## src/rtl/csr_unit.sv

```systemverilog
// Machine-mode CSR file: atomic CSR ops, 64-bit counters with inhibit, irq gating,
// and trap/mret stacking of mstatus. Reads are combinational and always return the pre-write value.
module csr_unit #(
    parameter int              XLEN      = 32,
    parameter int              NUM_HPM   = 2,
    parameter logic [XLEN-1:0] HART_ID   = '0,
    parameter logic [XLEN-1:0] MTVEC_RST = '0
) (
    input  logic               clk_i,
    input  logic               rst_i,
    input  logic               csr_req_i,
    input  logic [1:0]         csr_op_i,
    input  logic [11:0]        csr_addr_i,
    input  logic [XLEN-1:0]    csr_wdata_i,
    output logic [XLEN-1:0]    csr_rdata_o,
    output logic               csr_illegal_o,
    input  logic               trap_i,
    input  logic [XLEN-1:0]    trap_cause_i,
    input  logic [XLEN-1:0]    trap_pc_i,
    input  logic               mret_i,
    input  logic               retire_i,
    input  logic [NUM_HPM-1:0] hpm_event_i,
    input  logic               irq_sw_i,
    input  logic               irq_timer_i,
    input  logic               irq_ext_i,
    output logic [XLEN-1:0]    mtvec_o,
    output logic [XLEN-1:0]    mepc_o,
    output logic               irq_pending_o
);

    localparam int NCNT = NUM_HPM + 2;
    localparam logic [XLEN-1:0] MIE_MASK = XLEN'(32'h0000_0888);

    typedef enum logic [1:0] {
        OP_READ = 2'b00,
        OP_RW   = 2'b01,
        OP_RS   = 2'b10,
        OP_RC   = 2'b11
    } csrOp_e;

    // Counter 0 is mcycle, 1 is minstret, 2+k is mhpmcounter(3+k); the offset doubles as the inhibit bit.
    function automatic int cntOffset(input int i);
        return (i == 0) ? 0 : i + 1;
    endfunction

    logic                  mstatusMie_q, mstatusMie_d;
    logic                  mstatusMpie_q, mstatusMpie_d;
    logic [XLEN-1:0]       mie_q, mie_d;
    logic [XLEN-1:0]       mtvec_q, mtvec_d;
    logic [XLEN-1:0]       mscratch_q, mscratch_d;
    logic [XLEN-1:0]       mepc_q, mepc_d;
    logic [XLEN-1:0]       mcause_q, mcause_d;
    logic [XLEN-1:0]       inhibit_q, inhibit_d;
    logic [2:0]            mip_q;
    logic [63:0]           cnt_q [NCNT];
    logic [63:0]           cnt_d [NCNT];

    logic [XLEN-1:0]       mstatusRd;
    logic [XLEN-1:0]       mipRd;
    logic [XLEN-1:0]       inhibitMask;
    logic [XLEN-1:0]       oldVal;
    logic [XLEN-1:0]       newVal;
    logic                  mapped;
    logic                  effWrite;
    logic                  isIllegal;
    logic                  doWrite;
    logic [NCNT-1:0]       cntInc;

    assign cntInc = {hpm_event_i, retire_i, 1'b1};

    always_comb begin
        mstatusRd        = '0;
        mstatusRd[12:11] = 2'b11;
        mstatusRd[7]     = mstatusMpie_q;
        mstatusRd[3]     = mstatusMie_q;
        mipRd            = '0;
        mipRd[3]         = mip_q[0];
        mipRd[7]         = mip_q[1];
        mipRd[11]        = mip_q[2];
        inhibitMask      = '0;
        for (int i = 0; i < NCNT; i++) begin
            inhibitMask[cntOffset(i)] = 1'b1;
        end
    end

    always_comb begin
        oldVal = '0;
        mapped = 1'b1;
        case (csr_addr_i)
            12'h300: oldVal = mstatusRd;
            12'h304: oldVal = mie_q;
            12'h305: oldVal = mtvec_q;
            12'h320: oldVal = inhibit_q;
            12'h340: oldVal = mscratch_q;
            12'h341: oldVal = mepc_q;
            12'h342: oldVal = mcause_q;
            12'h344: oldVal = mipRd;
            12'hC00: oldVal = XLEN'(cnt_q[0][31:0]);
            12'hC80: oldVal = XLEN'(cnt_q[0][63:32]);
            12'hC02: oldVal = XLEN'(cnt_q[1][31:0]);
            12'hC82: oldVal = XLEN'(cnt_q[1][63:32]);
            12'hF14: oldVal = HART_ID;
            default: mapped = 1'b0;
        endcase
        for (int i = 0; i < NCNT; i++) begin
            if (csr_addr_i == 12'hB00 + 12'(cntOffset(i))) begin
                mapped = 1'b1;
                oldVal = XLEN'(cnt_q[i][31:0]);
            end
            if (csr_addr_i == 12'hB80 + 12'(cntOffset(i))) begin
                mapped = 1'b1;
                oldVal = XLEN'(cnt_q[i][63:32]);
            end
        end
    end

    // Set/clear with a zero operand is a pure read, so it stays legal on read-only CSRs.
    always_comb begin
        effWrite = csr_req_i && (csr_op_i != OP_READ)
                   && !(csr_op_i[1] && (csr_wdata_i == '0));
        isIllegal = csr_req_i && (!mapped || (effWrite && (csr_addr_i[11:10] == 2'b11)));
        doWrite   = effWrite && !isIllegal && !trap_i && !mret_i;
        case (csr_op_i)
            OP_RW:   newVal = csr_wdata_i;
            OP_RS:   newVal = oldVal | csr_wdata_i;
            OP_RC:   newVal = oldVal & ~csr_wdata_i;
            default: newVal = oldVal;
        endcase
    end

    assign csr_rdata_o   = isIllegal ? '0 : oldVal;
    assign csr_illegal_o = isIllegal;

    always_comb begin
        mstatusMie_d  = mstatusMie_q;
        mstatusMpie_d = mstatusMpie_q;
        mie_d         = mie_q;
        mtvec_d       = mtvec_q;
        mscratch_d    = mscratch_q;
        mepc_d        = mepc_q;
        mcause_d      = mcause_q;
        inhibit_d     = inhibit_q;
        if (trap_i) begin
            mepc_d        = {trap_pc_i[XLEN-1:2], 2'b00};
            mcause_d      = trap_cause_i;
            mstatusMpie_d = mstatusMie_q;
            mstatusMie_d  = 1'b0;
        end else if (mret_i) begin
            mstatusMie_d  = mstatusMpie_q;
            mstatusMpie_d = 1'b1;
        end else if (doWrite) begin
            case (csr_addr_i)
                12'h300: begin
                    mstatusMie_d  = newVal[3];
                    mstatusMpie_d = newVal[7];
                end
                12'h304: mie_d      = newVal & MIE_MASK;
                12'h305: mtvec_d    = {newVal[XLEN-1:2], 1'b0, newVal[0]};
                12'h320: inhibit_d  = newVal & inhibitMask;
                12'h340: mscratch_d = newVal;
                12'h341: mepc_d     = {newVal[XLEN-1:2], 2'b00};
                12'h342: mcause_d   = newVal;
                default: ;
            endcase
        end
    end

    // A software write to either half replaces that half and suppresses the increment for the cycle.
    always_comb begin
        for (int i = 0; i < NCNT; i++) begin
            cnt_d[i] = cnt_q[i];
            if (doWrite && (csr_addr_i == 12'hB00 + 12'(cntOffset(i)))) begin
                cnt_d[i] = {cnt_q[i][63:32], newVal[31:0]};
            end else if (doWrite && (csr_addr_i == 12'hB80 + 12'(cntOffset(i)))) begin
                cnt_d[i] = {newVal[31:0], cnt_q[i][31:0]};
            end else if (cntInc[i] && !inhibit_q[cntOffset(i)]) begin
                cnt_d[i] = cnt_q[i] + 64'd1;
            end
        end
    end

    always_ff @(posedge clk_i or posedge rst_i) begin
        if (rst_i) begin
            mstatusMie_q  <= 1'b0;
            mstatusMpie_q <= 1'b0;
            mie_q         <= '0;
            mtvec_q       <= MTVEC_RST;
            mscratch_q    <= '0;
            mepc_q        <= '0;
            mcause_q      <= '0;
            inhibit_q     <= '0;
            mip_q         <= '0;
            for (int i = 0; i < NCNT; i++) begin
                cnt_q[i] <= '0;
            end
        end else begin
            mstatusMie_q  <= mstatusMie_d;
            mstatusMpie_q <= mstatusMpie_d;
            mie_q         <= mie_d;
            mtvec_q       <= mtvec_d;
            mscratch_q    <= mscratch_d;
            mepc_q        <= mepc_d;
            mcause_q      <= mcause_d;
            inhibit_q     <= inhibit_d;
            mip_q         <= {irq_ext_i, irq_timer_i, irq_sw_i};
            for (int i = 0; i < NCNT; i++) begin
                cnt_q[i] <= cnt_d[i];
            end
        end
    end

    assign mtvec_o       = mtvec_q;
    assign mepc_o        = mepc_q;
    assign irq_pending_o = (|(mipRd & mie_q)) && mstatusMie_q;

endmodule

```

## config.mk

```make
export PLATFORM = sky130hd
export DESIGN_NAME = csr_unit
export DESIGN_NICKNAME = d
export VERILOG_FILES = /design/src/rtl/csr_unit.sv
export SDC_FILE = /design/constraint.sdc
export NUM_CORES = 2
export LEC_CHECK = 0
export CAP_MARGIN = 0
export CORE_AREA = 2 2 234 236
export CTS_BUF_LIST = sky130_fd_sc_hd__clkbuf_16
export CTS_CLUSTER_DIAMETER = 80
export DETAILED_ROUTE_END_ITERATION = 10
export DIE_AREA = 0 0 236 238
export PLACE_DENSITY = 0.71
export SYNTH_ARGS = -nofsm -noshare
export SYNTH_HDL_FRONTEND = slang
export SYNTH_SLANG_ARGS = --single-unit
```

## constraint.sdc

```tcl
create_clock -name clk_i -period 15.33 [get_ports clk_i]
set_clock_uncertainty 0.15 [all_clocks]
set_input_delay 1.533 -clock clk_i [delete_from_list [all_inputs] [get_ports clk_i]]
set_output_delay 1.533 -clock clk_i [all_outputs]
set_load 0.01 [all_outputs]
```

==> impl_metrics.json <==
{
  "syn-mean-instance-area_um2": 8.20,
  "grt_start_max_net_pins": 156,
  "outcome": "finished, violations left",
  "placed_cells": 3999,
  "synth.area.mux_share": 0.0245,
  "routed_via_density": 7.78,
  "groute.usage.overall": 0.549,
  "synth_top_area_share": 0.370,
  "layout_commonest_cell": "sky130_fd_sc_hd__dfrtp_1",
  "total_wire_length_after_detailed_routing_mm": 157,
  "cellPowerDensity_nw_per_um2": 90.6,
  "share_of_synthesized_flip_flops_with_an_asynchronous_set_or_reset": 1.00,
  "min_path_type": "reg -> reg",
  "place.gp.congestion": 1.14,
  "cp-end-kind": "output port",
  "via_total_after_detailed_routing": 31900,
  "number_of_buffers_inserted_by_hold_repair_at_cts": 0,
  "die_height_um": 238,
  "timing.final.crit_share": 0.541,
  "io_buffers": 213,
  "share_of_cells_above_drive_strength_1": 0.0808,
  "largest_family_of_logic_cells_by_synthesized_area": "compound AO/OA/AOI/OAI gates",
  "insertion_delay_ns": 0.62,
  "finished_layout_cells": 4101,
  "fp.dieArea_um2": 56200,
  "postPlaceCellArea_um2": 29300,
  "cp-start-kind": "input pin",
  "cellLeakagePower_nw": 12.0,
  "initial_core_utilization": 0.497,
  "final-max-slew-violation-count": 18,
  "htreeDepth": 2,
  "cts_tree": "built",
  "cpMaxStageDelayCell": "sky130_fd_sc_hd__and3_1",
  "timing.critical_path.fanout_max": 48,
  "syn_inst": 3244,
  "max-clock-path-buffers": 3,
  "dp.final_hpwl_mm": 114,
  "drt-wirelength-per-cell_um": 38.4,
  "cp_data_arrival_time_ns": 6.61,
  "global_route_wire_length_before_repair_mm": 219,
  "initial_antenna_violation_count": 20,
  "final.setup.tns_ns": 0,
  "grt_setup_unrepaired": "false",
  "timing.max_slew.rel_slack": -0.0665,
  "delay_contributed_by_the_slowest_stage_of_the_critical_path_ns": 0.72,
  "final_design_area_no_fill_um2": 30900,
  "post-synth-top-area-cell": "sky130_fd_sc_hd__dfrtp_1",
  "cp_cell_sequence": "clkdlybuf4s50_1 -> nor4_4 -> buf_4 -> and3_1 -> buf_4 -> a222oi_1 -> o21ai_0 -> a21oi_1 -> nor3_1 -> o22a_1 -> and2_1 -> clkdlybuf4s50_1",
  "route.antenna.remaining_nets": 0,
  "timing.final.setup_violations": 0,
  "post-route-drc-count": 0,
  "power.ir.vdd_worst_uv": 89.3,
  "layout.nets": 3477,
  "postSynthRegisterBits": 393,
  "netlist_area_um2": 26600,
  "path_clk_slew_ns": 0.07,
  "max_slew.worst_pin.slew_ns": 1.60,
  "max_cap_viol_count": 2,
  "clock_sink_count": 393,
  "failing_checks": "max-capacitance violations, max-slew violations",
  "synth_ff_type": "sky130_fd_sc_hd__dfrtp_1",
  "number_of_synthesized_flops_with_an_enable_pin": 0,
  "finalCoreUtilization": 0.578,
  "synthSimpleGateAreaFrac": 0.240,
  "global_route.overflow_total": 0,
  "die_width_um": 236,
  "cts_root_buf": "sky130_fd_sc_hd__clkbuf_16",
  "yosysSeqAreaShare": 0.370,
  "ff2ff_setup_slack_ns": 10.69,
  "post_route_minimum_period_ns": 8.29,
  "yosys.cell_types.count": 104,
  "rows": 85,
  "drt_first_pass_iters": 8,
  "ctsResizeCount": 0,
  "synth_compound_gate_area_share": 0.271,
  "drt_iter0_markers": 6446,
  "post-cts-setup-buffer-count": 0,
  "timing.final.hold_violations": 0,
  "total_cts_buffers": 46,
  "yosysWarnings": 0,
  "timing.setup.critical_path_class": "in -> out",
  "area_delta_synth_final_pct": 16.2,
  "crit_required_ns": 13.65,
  "synth-adder-area-share": 0.00188,
  "top_level_ports": 219,
  "via_count_of_the_first_global_routing_pass": 29600,
  "core_region_area_um2": 53500,
  "synth_area_leaders": "sky130_fd_sc_hd__dfrtp_1 37%, sky130_fd_sc_hd__o21ai_0 6.9%, sky130_fd_sc_hd__nand2_1 5.4%, sky130_fd_sc_hd__a21oi_1 3.7%, sky130_fd_sc_hd__a22oi_1 3.5%",
  "peak_freq_mhz": 121,
  "synth_xor_xnor_area_share": 0.0415,
  "mostFrequentLayoutCells": "393 x sky130_fd_sc_hd__dfrtp_1, 381 x sky130_fd_sc_hd__nand2_1, 365 x sky130_fd_sc_hd__o21ai_0"
}
## per-layer routing
layer | GRT usage | part of all wire
met1 | 0.682 | 0.35
met2 | 0.735 | 0.38
met3 | 0.242 | 0.17
met4 | 0.432 | 0.099
met5 | 0.0147 | 0.0015
## worst max-delay path: cells and delay by family
| kind | cells | cell delay [ns] |
|---|---|---|
| AOI/OAI and AO/OA | 4 | 0.86 |
| and+or+nand+nor | 4 | 1.91 |
| buffers and inverters | 4 | 2.27 |
## where the power goes
group,switching (W),internal (W)
sequential,0.000123,0.00110
clock,0.000501,0.000666
combinational,0.000276,0.000139
total,0.000899,0.00190
## Yosys cell counts, types with 27 or more instances
library cell               count
sky130_fd_sc_hd__dfrtp_1     393
sky130_fd_sc_hd__nand2_1     384
sky130_fd_sc_hd__o21ai_0     367
sky130_fd_sc_hd__nor2_1      236
sky130_fd_sc_hd__a21oi_1     199
sky130_fd_sc_hd__nand3_1     150
sky130_fd_sc_hd__clkbuf_1    131
sky130_fd_sc_hd__a22oi_1     124
sky130_fd_sc_hd__nor3_1       91
sky130_fd_sc_hd__buf_2        85
sky130_fd_sc_hd__nand4_1      85
sky130_fd_sc_hd__xnor2_1      75
sky130_fd_sc_hd__and3_1       56
sky130_fd_sc_hd__mux2i_1      55
sky130_fd_sc_hd__xor2_1       51
sky130_fd_sc_hd__o211ai_1     43
sky130_fd_sc_hd__inv_1        42
sky130_fd_sc_hd__o22ai_1      40
sky130_fd_sc_hd__nor4_1       38
sky130_fd_sc_hd__a211oi_1     31
sky130_fd_sc_hd__a31oi_1      31
sky130_fd_sc_hd__and2_1       31
sky130_fd_sc_hd__a222oi_1     27
## metrics by stage
step | hold WS [ns] | total power, W | worst slack [ns]
CTS | 0.335 | 0.00275 | 7.34
finish | 0.334 | 0.00280 | 7.04
global route | 0.372 | 0.00285 | 7.05
floorplan | 0.296 | 0.00139 | 2.72
global placement | 0.308 | 0.00160 | 7.37
detailed placement | 0.320 | 0.00161 | 7.35
## worst paths after layout
kind / start / end / cells past startpoint
worst max-delay path: csr_addr_i[5] / csr_rdata_o[5] / 12
worst min-delay path: mscratch_q[25] / mscratch_q[25] / 2
worst max register to register: cnt_q[68] / mtvec_o[4] / 7
worst min register to register: mscratch_q[25] / mscratch_q[25] / 2
max in group asynchronous: rst_i / cnt_q[126] / 4
min in group asynchronous: rst_i / cnt_q[136] / 2
## flip-flops by register name, summed over array words and instances, names as in the netlist
signal and flops:
cnt_q 256, inhibit_q 4, mcause_q 32, mepc_o 30, mie_q 3, mip_q 3, mscratch_q 32, mstatusMie_q 1
mstatusMpie_q 1, mtvec_o 31
## area by class of cell
class	instances	area, µm²
fill	4646	22600
multi-input combinational	2551	15500
sequential	393	9830
timing repair buffer	314	2890
clock buffer	47	1180
tap	696	871
clock inverter	38	382
inverter	46	180
antenna	16	40.0
## logic make-up after synthesis
family          Yosys count
fa+ha+maj                 4
other cells               1
buf+inv                 302
xor+xnor                126
compound gates         1112
flops                   393
simple gates           1242
mux                      64
Power figures use the tool's default switching activity.
